<file path="config.mk">
export PLATFORM = sky130hd
export DESIGN_NAME = dummy_lzc_decoder
export DESIGN_NICKNAME = d
export VERILOG_FILES = /design/src/rtl/cf_math_pkg.sv /design/src/rtl/dummy_pkg.sv /design/src/rtl/lzc.sv /design/src/rtl/dummy_lzc_decoder.sv
export SDC_FILE = /design/constraint.sdc
export NUM_CORES = 1
export LEC_CHECK = 0
export BUFFER_PORTS_ARGS = -buffer_cell sky130_fd_sc_hd__buf_2
export CORE_ASPECT_RATIO = 1.5
export CORE_MARGIN = 4
export CORE_UTILIZATION = 27
export DETAILED_ROUTE_END_ITERATION = 12
export HOLD_SLACK_MARGIN = 0.15
export MAX_ROUTING_LAYER = met4
export SETUP_SLACK_MARGIN = 0.4
export SKIP_CTS_REPAIR_TIMING = 1
export SYNTH_ARGS = -nofsm -noshare
export SYNTH_HDL_FRONTEND = slang
export SYNTH_SLANG_ARGS = --single-unit
</file>
<file path="constraint.sdc">
create_clock -name clk_i -period 6.75 [get_ports clk_i]
set_input_delay 1.0125 -clock clk_i [delete_from_list [all_inputs] [get_ports clk_i]]
set_output_delay 1.0125 -clock clk_i [all_outputs]
set_load 0.1 [all_outputs]
</file>
<file path="src/rtl/cf_math_pkg.sv">
// Shared math helpers used to size index and count fields.
package cf_math_pkg;

    function automatic integer idx_width(input integer num_idx);
        return (num_idx > 32'd1) ? unsigned'($clog2(num_idx)) : 32'd1;
    endfunction

endpackage

</file>
<file path="src/rtl/dummy_pkg.sv">
// Types and widths shared by the zero-count decoder and its bench.
package dummy_pkg;

    localparam int unsigned ERR_CNT_W  = 8;
    localparam int unsigned XFER_CNT_W = 16;

    typedef enum logic [1:0] {
        ST_IDLE,
        ST_FULL,
        ST_STALL
    } state_e;

endpackage

</file>
<file path="src/rtl/lzc.sv">
// Leading/trailing zero counter: MODE=0 counts from bit 0, MODE=1 from the MSB.
module lzc #(
    parameter int unsigned WIDTH     = 8,
    parameter bit          MODE      = 1'b0,
    parameter int unsigned CNT_WIDTH = cf_math_pkg::idx_width(WIDTH)
) (
    input  logic [WIDTH-1:0]     in_i,
    output logic [CNT_WIDTH-1:0] cnt_o,
    output logic                 empty_o
);

    always_comb begin
        cnt_o   = '0;
        empty_o = 1'b1;
        if (MODE == 1'b0) begin
            // Scan downwards so the lowest set bit is the last one written.
            for (int i = WIDTH - 1; i >= 0; i--) begin
                if (in_i[i]) begin
                    cnt_o   = CNT_WIDTH'(i);
                    empty_o = 1'b0;
                end
            end
        end else begin
            for (int i = 0; i < WIDTH; i++) begin
                if (in_i[i]) begin
                    cnt_o   = CNT_WIDTH'(WIDTH - 1 - i);
                    empty_o = 1'b0;
                end
            end
        end
    end

endmodule

</file>
<file path="src/rtl/dummy_lzc_decoder.sv">
// Registered zero-count to one-hot decoder with handshake, lzc self-check
// and saturating error / transfer counters.
module dummy_lzc_decoder
    import dummy_pkg::*;
#(
    parameter int unsigned WIDTH     = 8,
    parameter bit          MODE      = 1'b0,
    parameter int unsigned CNT_WIDTH = cf_math_pkg::idx_width(WIDTH)
) (
    input  logic                  clk_i,
    input  logic                  rst_i,
    input  logic [CNT_WIDTH-1:0]  cnt_i,
    input  logic                  empty_i,
    input  logic                  valid_i,
    output logic                  ready_o,
    output logic [WIDTH-1:0]      data_o,
    output logic                  valid_o,
    input  logic                  ready_i,
    output logic                  err_o,
    output logic [ERR_CNT_W-1:0]  err_cnt_o,
    output logic [XFER_CNT_W-1:0] xfer_cnt_o
);

    localparam int unsigned LZC_W = cf_math_pkg::idx_width(WIDTH);

    state_e state_q, state_d;

    logic [WIDTH-1:0]     data_q;
    logic [CNT_WIDTH-1:0] cnt_q;
    logic                 empty_q;
    logic                 rerr_q;
    logic                 load_q;

    logic                 err_q;
    logic [ERR_CNT_W-1:0] err_cnt_q;
    logic [XFER_CNT_W-1:0] xfer_cnt_q;

    logic                 in_xfer;
    logic                 rerr_in;
    logic [WIDTH-1:0]     dec;
    int                   pos;

    logic [LZC_W-1:0]     lzc_cnt;
    logic                 lzc_empty;
    logic                 mismatch;
    logic                 ev_range;
    logic                 ev_chk;
    logic [ERR_CNT_W:0]   err_sum;
    logic [ERR_CNT_W-1:0] err_cnt_d;
    logic [XFER_CNT_W-1:0] xfer_cnt_d;

    assign valid_o    = (state_q != ST_IDLE);
    assign ready_o    = rst_i || !valid_o || ready_i;
    assign in_xfer    = valid_i && ready_o && !rst_i;
    assign data_o     = data_q;
    assign err_o      = err_q;
    assign err_cnt_o  = err_cnt_q;
    assign xfer_cnt_o = xfer_cnt_q;

    always_comb begin
        dec     = '0;
        rerr_in = !empty_i && (32'(cnt_i) >= WIDTH);
        pos     = MODE ? (int'(WIDTH) - 1 - int'(32'(cnt_i))) : int'(32'(cnt_i));
        if (!empty_i && !rerr_in) begin
            for (int i = 0; i < WIDTH; i++) begin
                dec[i] = (i == pos);
            end
        end
    end

    always_comb begin
        state_d = state_q;
        unique case (state_q)
            ST_IDLE: begin
                if (in_xfer) state_d = ST_FULL;
            end
            ST_FULL: begin
                if (!ready_i)     state_d = ST_STALL;
                else if (in_xfer) state_d = ST_FULL;
                else              state_d = ST_IDLE;
            end
            ST_STALL: begin
                if (ready_i) state_d = in_xfer ? ST_FULL : ST_IDLE;
            end
            default: state_d = ST_IDLE;
        endcase
    end

    lzc #(
        .WIDTH (WIDTH),
        .MODE  (MODE)
    ) i_lzc (
        .in_i    (data_q),
        .cnt_o   (lzc_cnt),
        .empty_o (lzc_empty)
    );

    // Re-encode only the freshly loaded word; range-error loads are skipped.
    always_comb begin
        mismatch = (lzc_empty != empty_q)
                || (!empty_q && (32'(lzc_cnt) != 32'(cnt_q)));
        ev_chk   = load_q && valid_o && !rerr_q && mismatch;
        ev_range = in_xfer && rerr_in;
        err_sum  = {1'b0, err_cnt_q}
                 + (ERR_CNT_W+1)'(ev_chk) + (ERR_CNT_W+1)'(ev_range);
        err_cnt_d = err_sum[ERR_CNT_W] ? '1 : err_sum[ERR_CNT_W-1:0];
        xfer_cnt_d = xfer_cnt_q;
        if (in_xfer && (xfer_cnt_q != '1)) xfer_cnt_d = xfer_cnt_q + 1'b1;
    end

    always_ff @(posedge clk_i) begin
        if (rst_i) begin
            state_q    <= ST_IDLE;
            data_q     <= '0;
            cnt_q      <= '0;
            empty_q    <= 1'b0;
            rerr_q     <= 1'b0;
            load_q     <= 1'b0;
            err_q      <= 1'b0;
            err_cnt_q  <= '0;
            xfer_cnt_q <= '0;
        end else begin
            state_q    <= state_d;
            load_q     <= in_xfer;
            err_cnt_q  <= err_cnt_d;
            xfer_cnt_q <= xfer_cnt_d;
            if (ev_chk || ev_range) err_q <= 1'b1;
            if (in_xfer) begin
                data_q  <= dec;
                cnt_q   <= cnt_i;
                empty_q <= empty_i;
                rerr_q  <= rerr_in;
            end
        end
    end

endmodule
</file>
Yosys cells after proc, flatten, opt, wreduce, memory -nomap -nowiden

Cells that the tools add are included.
Widths: inputs -> output; s select.

Bits in registers: 40
Bits of input ports: 8
Output and inout bits: 35

Add/sub/neg operators: 2
Equality and inequality tests: 14
Mux-type cells: 23
Reductions and logical operators: 16

Operators with widths:

| operator              | count |
|---|---|
| $mux 3                | 8 |
| $add 16x1->16 const B | 1 |
| $mux 8                | 2 |
| $ne 16x16->1 const B  | 1 |
| $eq 3x3->1 const A    | 4 |
| $add 8x1->9           | 1 |
| $mux 1                | 9 |
| $eq 2x3->1 const A    | 2 |
| $logic_and 1x1->1     | 6 |
| $mux 2                | 3 |
| $pmux 2 s3            | 1 |
| $ne 2x2->1 const B    | 2 |
| $eq 1x3->1 const A    | 1 |
| $logic_not 1->1       | 3 |
| $logic_not 3->1       | 1 |
| $logic_or 1x1->1      | 3 |
| $ne 3x3->1            | 1 |
| $eq 2x1->1 const B    | 1 |
| $eq 2x2->1 const B    | 1 |
| $logic_not 2->1       | 1 |
| $reduce_and 2->1      | 1 |
| $reduce_bool 2->1     | 1 |
| $ne 1x1->1            | 1 |

Depth between registers and ports, before layout

Gate-level depths: netlist of the first run.

Depth in word-level cells: 14
Depth in mapped cells: 10
Depth with buffers taken out: 10

Modules after synthesis

A second synthesis of the first run with hierarchy kept.

Cells, all modules: 219
Area total of the unflattened synthesis: 1,943.1 µm²

Modules (own cells, without submodules):

| module            | times used | cells an instance | area each (µm²) | seq. area each (µm²) |
|---|---|---|---|---|
| dummy_lzc_decoder | 1          | 205               | 1,856.8         | 800.8 |
| lzc               | 1          | 14                | 86.3            | 0.0 |

Least setup slack after synthesis of the first run

Ideal clock, no wire load.

Kind: register to register
Start: register data_q[7] (netlist: data_o[7])
End: register err_cnt_q[4] (netlist: err_cnt_o[4])
Data arrival time: 2.796 ns
Data required time: 6.618 ns
Setup slack: 3.822 ns
Cell stages (with the launch flop): 11
Buffers on the path: 0
Period minus slack after synthesis: 2.928 ns
Cell sequence: dfxtp_1 nor2_1 o31a_1 o31a_1 nor4_1 a21boi_0 ha_1 ha_1 nand3_1 xor2_1 a21oi_1

Word-level cells in the longest chain between the ends: 14
Elaborated cells between the ends (all ways): 23

RTL lines:

| item                   | line                     | RTL |
|---|---|---|
| from (decl)            | dummy_lzc_decoder.sv:28  | `logic [WIDTH-1:0] data_q;` |
| from (signal assigned) | dummy_lzc_decoder.sv:114 | `data_q <= '0;` |
| from (signal assigned) | dummy_lzc_decoder.sv:129 | `data_q <= dec;` |
| $mux 3 (8 in a row)    | lzc.sv:18                | `if (in_i[i]) begin` |
| $ne 3x3->1             | dummy_lzc_decoder.sv:101 | `\|\| (!empty_q && (32'(lzc_cnt) != 32'(cnt_q)));` |
| $logic_and 1x1->1      | dummy_lzc_decoder.sv:101 |  |
| $logic_or 1x1->1 *     | dummy_lzc_decoder.sv:101 |  |
| $logic_and 1x1->1 *    | dummy_lzc_decoder.sv:102 | `ev_chk = load_q && valid_o && !rerr_q && mismatch;` |
| net ev_chk             | dummy_lzc_decoder.sv:47  | `logic ev_chk;` |
| $add 8x1->9 *          | dummy_lzc_decoder.sv:105 | `+ (ERR_CNT_W+1)'(ev_chk) + (ERR_CNT_W+1)'(ev_range);` |
| $mux 8 *               | dummy_lzc_decoder.sv:106 | `err_cnt_d = err_sum[ERR_CNT_W] ? '1 : err_sum[ERR_CNT_W-1:0];` |
| to (signal assigned)   | dummy_lzc_decoder.sv:125 | `err_cnt_q <= err_cnt_d;` |
| to (decl)              | dummy_lzc_decoder.sv:35  | `logic [ERR_CNT_W-1:0] err_cnt_q;` |

Mark *: on every way through the listed nets, which the timed path passes. The rest lies on a longest branch.
A chain may end at the register's enable or synchronous reset.

Worst setup path after layout of the first run

Start: input rst_i
End: output ready_o

Word-level cells in the longest chain between the ends: 2

RTL lines:

| item                          | line                    | RTL |
|---|---|---|
| from (decl)                   | dummy_lzc_decoder.sv:11 | `input logic rst_i,` |
| $logic_or 1x1->1 (2 in a row) | dummy_lzc_decoder.sv:53 | `assign ready_o = rst_i \|\| !valid_o \|\| ready_i;` |
| to (decl)                     | dummy_lzc_decoder.sv:15 | `output logic ready_o,` |

Every way passes these cells.

==> summary.md, run 1 <==
| Metric | Value |
|---|---|
| Status | complete, no violations |
| Minimum clock period | 3190 ps |
| WS Path Type | input pin to primary output |
| Critical Path Slowest Stage Cell | buf_2 |
| Post-synthesis sequential area ratio | 42.1% |
| CTS tree | yes |
| Grt ovf | 0 |
| F_max | 0.313 GHz |
| Antenna viol nets, final | 0 |
| Warnings, synthesis | 0 |
| Worst path max stage delay | 520 ps |
| CTS Root Cell | clkbuf_8 |
| Pin slew with the least headroom to its limit | 1110 ps |
| Row count | 37 |
| Post-Syn Area per Cell | 8.73 sq um |
| Vias in the first global route | 1,706 |
| Pwr Density | 206 nW/um^2 |
| # setup viols final | 0 |
| FILL cells | 753 |
| Clock slew at reported path FFs | 80 ps |
| Peak supply drop | 0.0000968 V |
| Startpoint types | input pin |
| Iter 0 DRT Violations | 53 |
| Max-slew violations | 0 |
| Largest net degree at the start of global routing | 40 |
| Sum Neg Setup Slack | 0 ps |
| Crit-path cells | buf_2 > or3_1 > buf_2 |
| Final wirelength | 4.56 mm |
| Detailed-routing wirelength on met1 | 2.00 mm |
| Full die area | 8480 sq um |
| Hold Crit Depth | 2 |
| Layout Nets | 270 |
| # diodes | 0 |
| Cell mode on critical path | buf_2 |
| Syn Inst Count | 218 |
| WL met3 | 199 um |
| Inserted Clock Buffers | 5 |
| Type of destination of the critical path | primary output |
| WP data required | 5740 ps |
| Antenna violations before repair | 0 |
| Drt pass-1 iters | 4 |
| Clk sinks | 40 |
| Post-synth top area cell | dfxtp_1 |
| Final Skew | 9.93 ps |
| Crit path arrival time | 2180 ps |
| Via count | 1,673 |
| Ports | 43 |
| Share of layout cells above drive strength 1 | 22.3% |
| Maximum fanout along the worst path | 39 |
| Top post-synthesis cells by area | dfxtp_1 42%, nor2_1 6.7%, a21oi_1 5.5%, xnor2_1 5.5%, nor4_1 3.3% |
| Initial Util | 27.8% |
| Worst slew margin | 25.6% |
| #FFs+latches synth | 40 |
| Final design utilization | 33.0% |
| RSZ-0062 raised after global routing | no |
| IO Port Bufs | 42 |
| Final worst-path cycle share | 47.3% |
| Min-delay worst type | flip-flop to flip-flop |
| Routed wire per std cell | 13.5 um |
| First-pass GRT wire length | 7.87 mm |
| Synth top area share | 42.1% |
| Total track usage | 11.5% |
| Core area | 6850 sq um |
| Max Cap Viol | 0 |
| Syn-to-layout area delta | 18.9% |
| Reg2reg path depth | 9 |
| CTS HTree Levels | 2 |
| Clock latency on the worst-skew pair | 290 ps |
| Max clock buf depth | 2 |
| Met2 WL post-DR | 2.28 mm |
| Syn_nets | 229 |
| Distinct cells, synth | 40 |
| Cell Area, Synth | 1900 sq um |
| DR vias/cell | 4.95 |
| Die X | 76.6 um |
| Leakage | 0.000911 uW |
| Die Ht | 111 um |
| Top routing layer in use | met4 |
| Detailed Place HPWL | 3.37 mm |
| Final number of hold-violating endpoints | 0 |
| DRC viols | 0 |
| Routability cong. | 0.846 |
[worst max-delay path: cells and delay by family]
kind | cells | cell delay, ps
AND/OR/NAND/NOR | 1 | 220
buffers and inverters | 2 | 940
[state kept, by name, summed over array words and instances, names as in the netlist]
register	cells
data_o	8
load_q	1
err_o	1
xfer_cnt_o	16
state_q	2
err_cnt_o	8
cnt_q	3
empty_q	1
[per-layer routing]
layer / vias up / track usage (%)
met4: 0 / 5.08
met2: 35 / 19.5
met3: 6 / 2.76
met5: - / -
li1: 864 / -
met1: 768 / 12.7
[logic make-up after synthesis]
kind of cell	share of synthesized area, %
AND/OR/NAND/NOR	22.7
multiplexers	3.16
adder cells (fa/ha/maj)	1.97
buffers and inverters	4.73
flip-flops	42.1
XOR/XNOR	7.82
AO/OA/AOI/OAI	17.6
[through the flow]
| step | hold WS (ps) | std cells | cell area, sq um | total power (uW) | worst slack [ps] |
|---|---|---|---|---|---|
| 3_3_place_gp | 468 | 330 | 2170 | 304 | 3510 |
| 5_1_grt | 514 | 338 | 2260 | 488 | 3460 |
| 6_report | 487 | 338 | 2260 | 466 | 3560 |
| 4_1_cts | 490 | 338 | 2260 | 473 | 3520 |
| 2_1_floorplan | 444 | 218 | 1900 | 292 | 3820 |
| 3_5_place_dp | 477 | 330 | 2170 | 305 | 3520 |
[synth_stat cells]
master,count
dfxtp_1,40
nor2_1,34
a21oi_1,21
xnor2_1,12
inv_1,11
nand3_1,10
nor4_1,10
clkbuf_1,6
mux2i_1,6
nand2_1,5
nor3_1,5
o21ai_0,5
xor2_1,5
a2111oi_2,4
a31oi_1,4
a211oi_1,3
and3_1,3
ha_1,3
nand2b_1,3
buf_6,2
nand4_1,2
nor2b_1,2
o2111ai_1,2
o211ai_1,2
o31a_1,2
or4_1,2
a211oi_2,1
a21boi_0,1
a311oi_1,1
a41o_1,1
and2_1,1
and2_4,1
and4_1,1
buf_1,1
nand3_2,1
nor3_4,1
nor3b_1,1
o31ai_1,1
or2_1,1
or3_1,1
[cell type report]
| class | count | area (sq um) | area share (%) |
|---|---|---|---|
| clock inverters | 1 | 7.51 | 0.332 |
| repair buffers | 43 | 218 | 9.62 |
| clock buffers | 7 | 86.3 | 3.81 |
| well taps | 78 | 97.6 | 4.31 |
| inverters | 11 | 41.3 | 1.82 |
| multi-input cells | 158 | 1010 | 44.7 |
| flip-flops and latches | 40 | 801 | 35.4 |
[cells in the final DEF (no fill, tap or decap), types with 6 or more instances in the layout]
master	synthesis	final
a21oi_1	21	21
buf_2	0	42
clkbuf_8	0	6
dfxtp_1	40	40
inv_1	11	11
mux2i_1	6	6
nand3_1	10	10
nor2_1	34	34
nor4_1	10	10
xnor2_1	12	12
[report_power, final]
group	switching [uW]	internal (uW)	leakage (uW)	total [uW]
Sequential	4.53	241	0.000324	245
Clock	84.6	83.1	0.0000445	168
Combinational	41.1	12.3	0.000543	53.4
Total	130	336	0.000911	466
[final timing paths]
path	startpoint	endpoint	slack [ps]
setup reg to reg	data_o[0]	err_cnt_o[3]	4100
hold reg to reg	err_o	err_o	490
setup / recovery	rst_i	ready_o	3560
hold / removal	err_o	err_o	490
Power figures use the tool's default switching activity.
==> run 2: changes to the inputs <==
==> constraint.sdc (replaced) <==
create_clock -name clk_i -period 2.8 [get_ports clk_i]
set_input_delay 0.42 -clock clk_i [delete_from_list [all_inputs] [get_ports clk_i]]
set_output_delay 0.42 -clock clk_i [all_outputs]
set_load 0.1 [all_outputs]
==> run 2 against run 1 <==
Compared with the run above: routed wire length increased by 1.9%; setup slack got worse by 3000 ps; power increased to 2.6 times the previous value; sequential cell count unchanged; first-iteration DRC count increased by 110%; non-clock buffer count increased by 3; clock skew decreased by 3.6 ps; critical path depth increased by 7; critical path type is now flip-flop to flip-flop; critical endpoint is now err_cnt_o[4].
==> summary.md, run 2 (synthesis results as in run 1) <==
| Metric | Value |
|---|---|
| FILL cells | 750 (was 753) |
| Worst slew margin | 64.4% (was 25.6%) |
| Iter 0 DRT Violations | 111 (was 53) |
| Layout Nets | 273 (was 270) |
| Most common cell after layout, fill and taps aside | buf_2 (unchanged) |
| Logic pwr share | 11.7% (was 11.5%) |
| Detailed Place HPWL | 3.45 mm (was 3.37 mm) |
| Status | complete, no violations (unchanged) |
| Pwr Density | 498 nW/um^2 (was 206 nW/um^2) |
| Row count | 37 (unchanged) |
| Routed wire per std cell | 13.6 um (was 13.5 um) |
| WS Path Type | flip-flop to flip-flop (was input pin to primary output) |
| Internal Power | 877 uW (was 336 uW) |
| CTS Root Cell | clkbuf_8 (unchanged) |
| Via count | 1,724 (was 1,673) |
| Routability cong. | 0.809 (was 0.846) |
| Ports | 43 (unchanged) |
| RSZ-0062 raised after global routing | yes (was no) |
| Grt ovf | 0 (unchanged) |
| Min-delay worst type | input pin to flip-flop (was flip-flop to flip-flop) |
| Full die area | 8480 sq um (unchanged) |
| Critical Path Slowest Stage Cell | dfxtp_4 (was buf_2) |
| Type of destination of the critical path | flip-flop (was primary output) |
| CTS HTree Levels | 2 (unchanged) |
| Final worst-path cycle share | 79.7% |
| Sequential Power Share | 49.5% (was 52.6%) |
| Peak supply drop | 0.000247 V (was 0.0000968 V) |
| DRC viols | 0 (unchanged) |
| Clk sinks | 40 (unchanged) |
| Footprint of the multi-input gates | 1080 sq um (was 1010 sq um) |
| Initial Util | 27.8% (unchanged) |
| Most frequent cells in the layout | 42 x buf_2, 34 x nor2_1, 30 x dfxtp_1, 21 x a21oi_1, 12 x xnor2_1 (was 42 x buf_2, 40 x dfxtp_1, 34 x nor2_1, 21 x a21oi_1, 12 x xnor2_1) |
| # diodes | 0 (unchanged) |
| Antenna violations before repair | 0 (unchanged) |
| Die X | 76.6 um (unchanged) |
| F_max | 0.448 GHz |
| Vias in the first global route | 1,698 (was 1,706) |
| Reg area | 826 sq um (was 801 sq um) |
| Total track usage | 11.7% (was 11.5%) |
| Sum Neg Setup Slack | 0 ps (unchanged) |
| Inserted Clock Buffers | 5 (unchanged) |
| Crit path arrival time | 2400 ps (was 2180 ps) |
| Final Skew | 6.35 ps (was 9.93 ps) |
| Crit-path cells | nor2_1 > o31a_1 > o31a_1 > nor4_4 > a21boi_1 > ha_2 > ha_2 > nand3_1 > xor2_1 > a21oi_1 (was buf_2 > or3_1 > buf_2) |
| Largest net degree at the start of global routing | 23 (was 40) |
| Minimum clock period | 2230 ps |
| Clock latency on the worst-skew pair | 290 ps (about the same) |
| Die Ht | 111 um (unchanged) |
| Psw | 312 uW (was 130 uW) |
| Max-slew violations | 0 (unchanged) |
| Leakage | 0.000956 uW (was 0.000911 uW) |
| Drt pass-1 iters | 4 (unchanged) |
| Max Cap Viol | 0 (unchanged) |
| Maximum fanout along the worst path | 6 (was 39) |
| WP data required | 2970 ps (was 5740 ps) |
| Antenna viol nets, final | 0 (unchanged) |
| First-pass GRT wire length | 7.89 mm (was 7.87 mm) |
| CTS tree | yes (unchanged) |
| DR vias/cell | 5.06 (was 4.95) |
| IO Port Bufs | 42 (unchanged) |
| Sw Ratio | 26.3% (was 27.9%) |
| Syn-to-layout area delta | 25.5% (was 18.9%) |
| Max reg flops | 16 (unchanged) |
| Share of layout cells above drive strength 1 | 30.0% (was 22.3%) |
| Clk network pwr share | 38.9% (was 36.0%) |
| Final wirelength | 4.64 mm (was 4.56 mm) |
| Clock slew at reported path FFs | 80 ps (about the same) |
| Core area | 6850 sq um (unchanged) |
| # setup viols final | 0 (unchanged) |
| Final WS setup | 569 ps (was 3560 ps) |
| Startpoint types | flip-flop (was input pin) |
| Pre-CTS WS | 364 ps (was 3520 ps) |
| Worst path max stage delay | 380 ps (was 520 ps) |
| Pin slew with the least headroom to its limit | 531 ps (was 1110 ps) |
| Final number of hold-violating endpoints | 0 (unchanged) |
| Max clock buf depth | 2 (unchanged) |
[run 2: changes by cell type in the layout (fill, tap and decap cells not counted), sizes merged]
cell | previous run | this run
clkbuf | 7 | 6
clkinvlp | 1 | 0
clkinv | 0 | 1
bufinv | 0 | 1
buf | 43 | 46
[run 2: layout make-up]
class / count / area share (%)
Multi-Input combinational cell: 158 / 45.0
Sequential cell: 40 / 34.6
Timing Repair Buffer: 46 / 10.1
Inverter: 11 / 1.73
Clock buffer: 6 / 3.04
Clock inverter: 2 / 1.47
Tap cell: 78 / 4.09
[run 2: through the flow]
| stage | instances | instance area, sq um | total power (uW) | hold slack, ps | util (%) |
|---|---|---|---|---|---|
| global placement | 333 | 2220 | 735 | 460 | 32.5 |
| global route | 341 | 2390 | 1250 | 452 | 34.9 |
| CTS | 341 | 2330 | 1210 | 420 | 34.0 |
| finish | 341 | 2390 | 1190 | 445 | 34.9 |
| detailed placement | 333 | 2220 | 735 | 461 | 32.5 |
| floorplan | 218 | 1930 | 702 | 444 | - |
[run 2: final timing paths]
path	startpoint	to	slack (ps)	depth (start not counted)
worst max-delay path	data_o[6]	err_cnt_o[4]	570	10
worst min-delay path	ready_i	state_q[1]	440	3
worst max register to register	data_o[6]	err_cnt_o[4]	570	10
worst min register to register	err_o	err_o	470	2
[run 2: power groups by stage]
stage	logic, uW	registers (uW)	clock network [uW]
floorplan	62.8	639	0
global placement	134	600	0
detailed placement	134	600	0
CTS	135	587	487
global route	150	590	510
finish	139	588	462
[run 2: worst max-delay path, delay by kind of cell, from the launching register on]
| kind | cells | cell delay, ps |
|---|---|---|
| adders and majority gates | 2 | 430 |
| AOI/OAI and AO/OA | 4 | 730 |
| xor gates and xnor gates | 1 | 150 |
| DFF | 1 | 380 |
| and+or+nand+nor | 3 | 430 |
[run 2: routing by layer]
| layer | track usage (%) | routed length, um | vias to the layer above | part of all wire (%) |
|---|---|---|---|---|
| met2 | 20.0 | 2410 | 39 | 52 |
| met1 | 13.0 | 1890 | 800 | 41 |
| li1 | - | - | 872 | - |
| met5 | - | 0 | - | 0 |
| met4 | 5.56 | 150 | 0 | 3.2 |
| met3 | 2.44 | 189 | 13 | 4.1 |
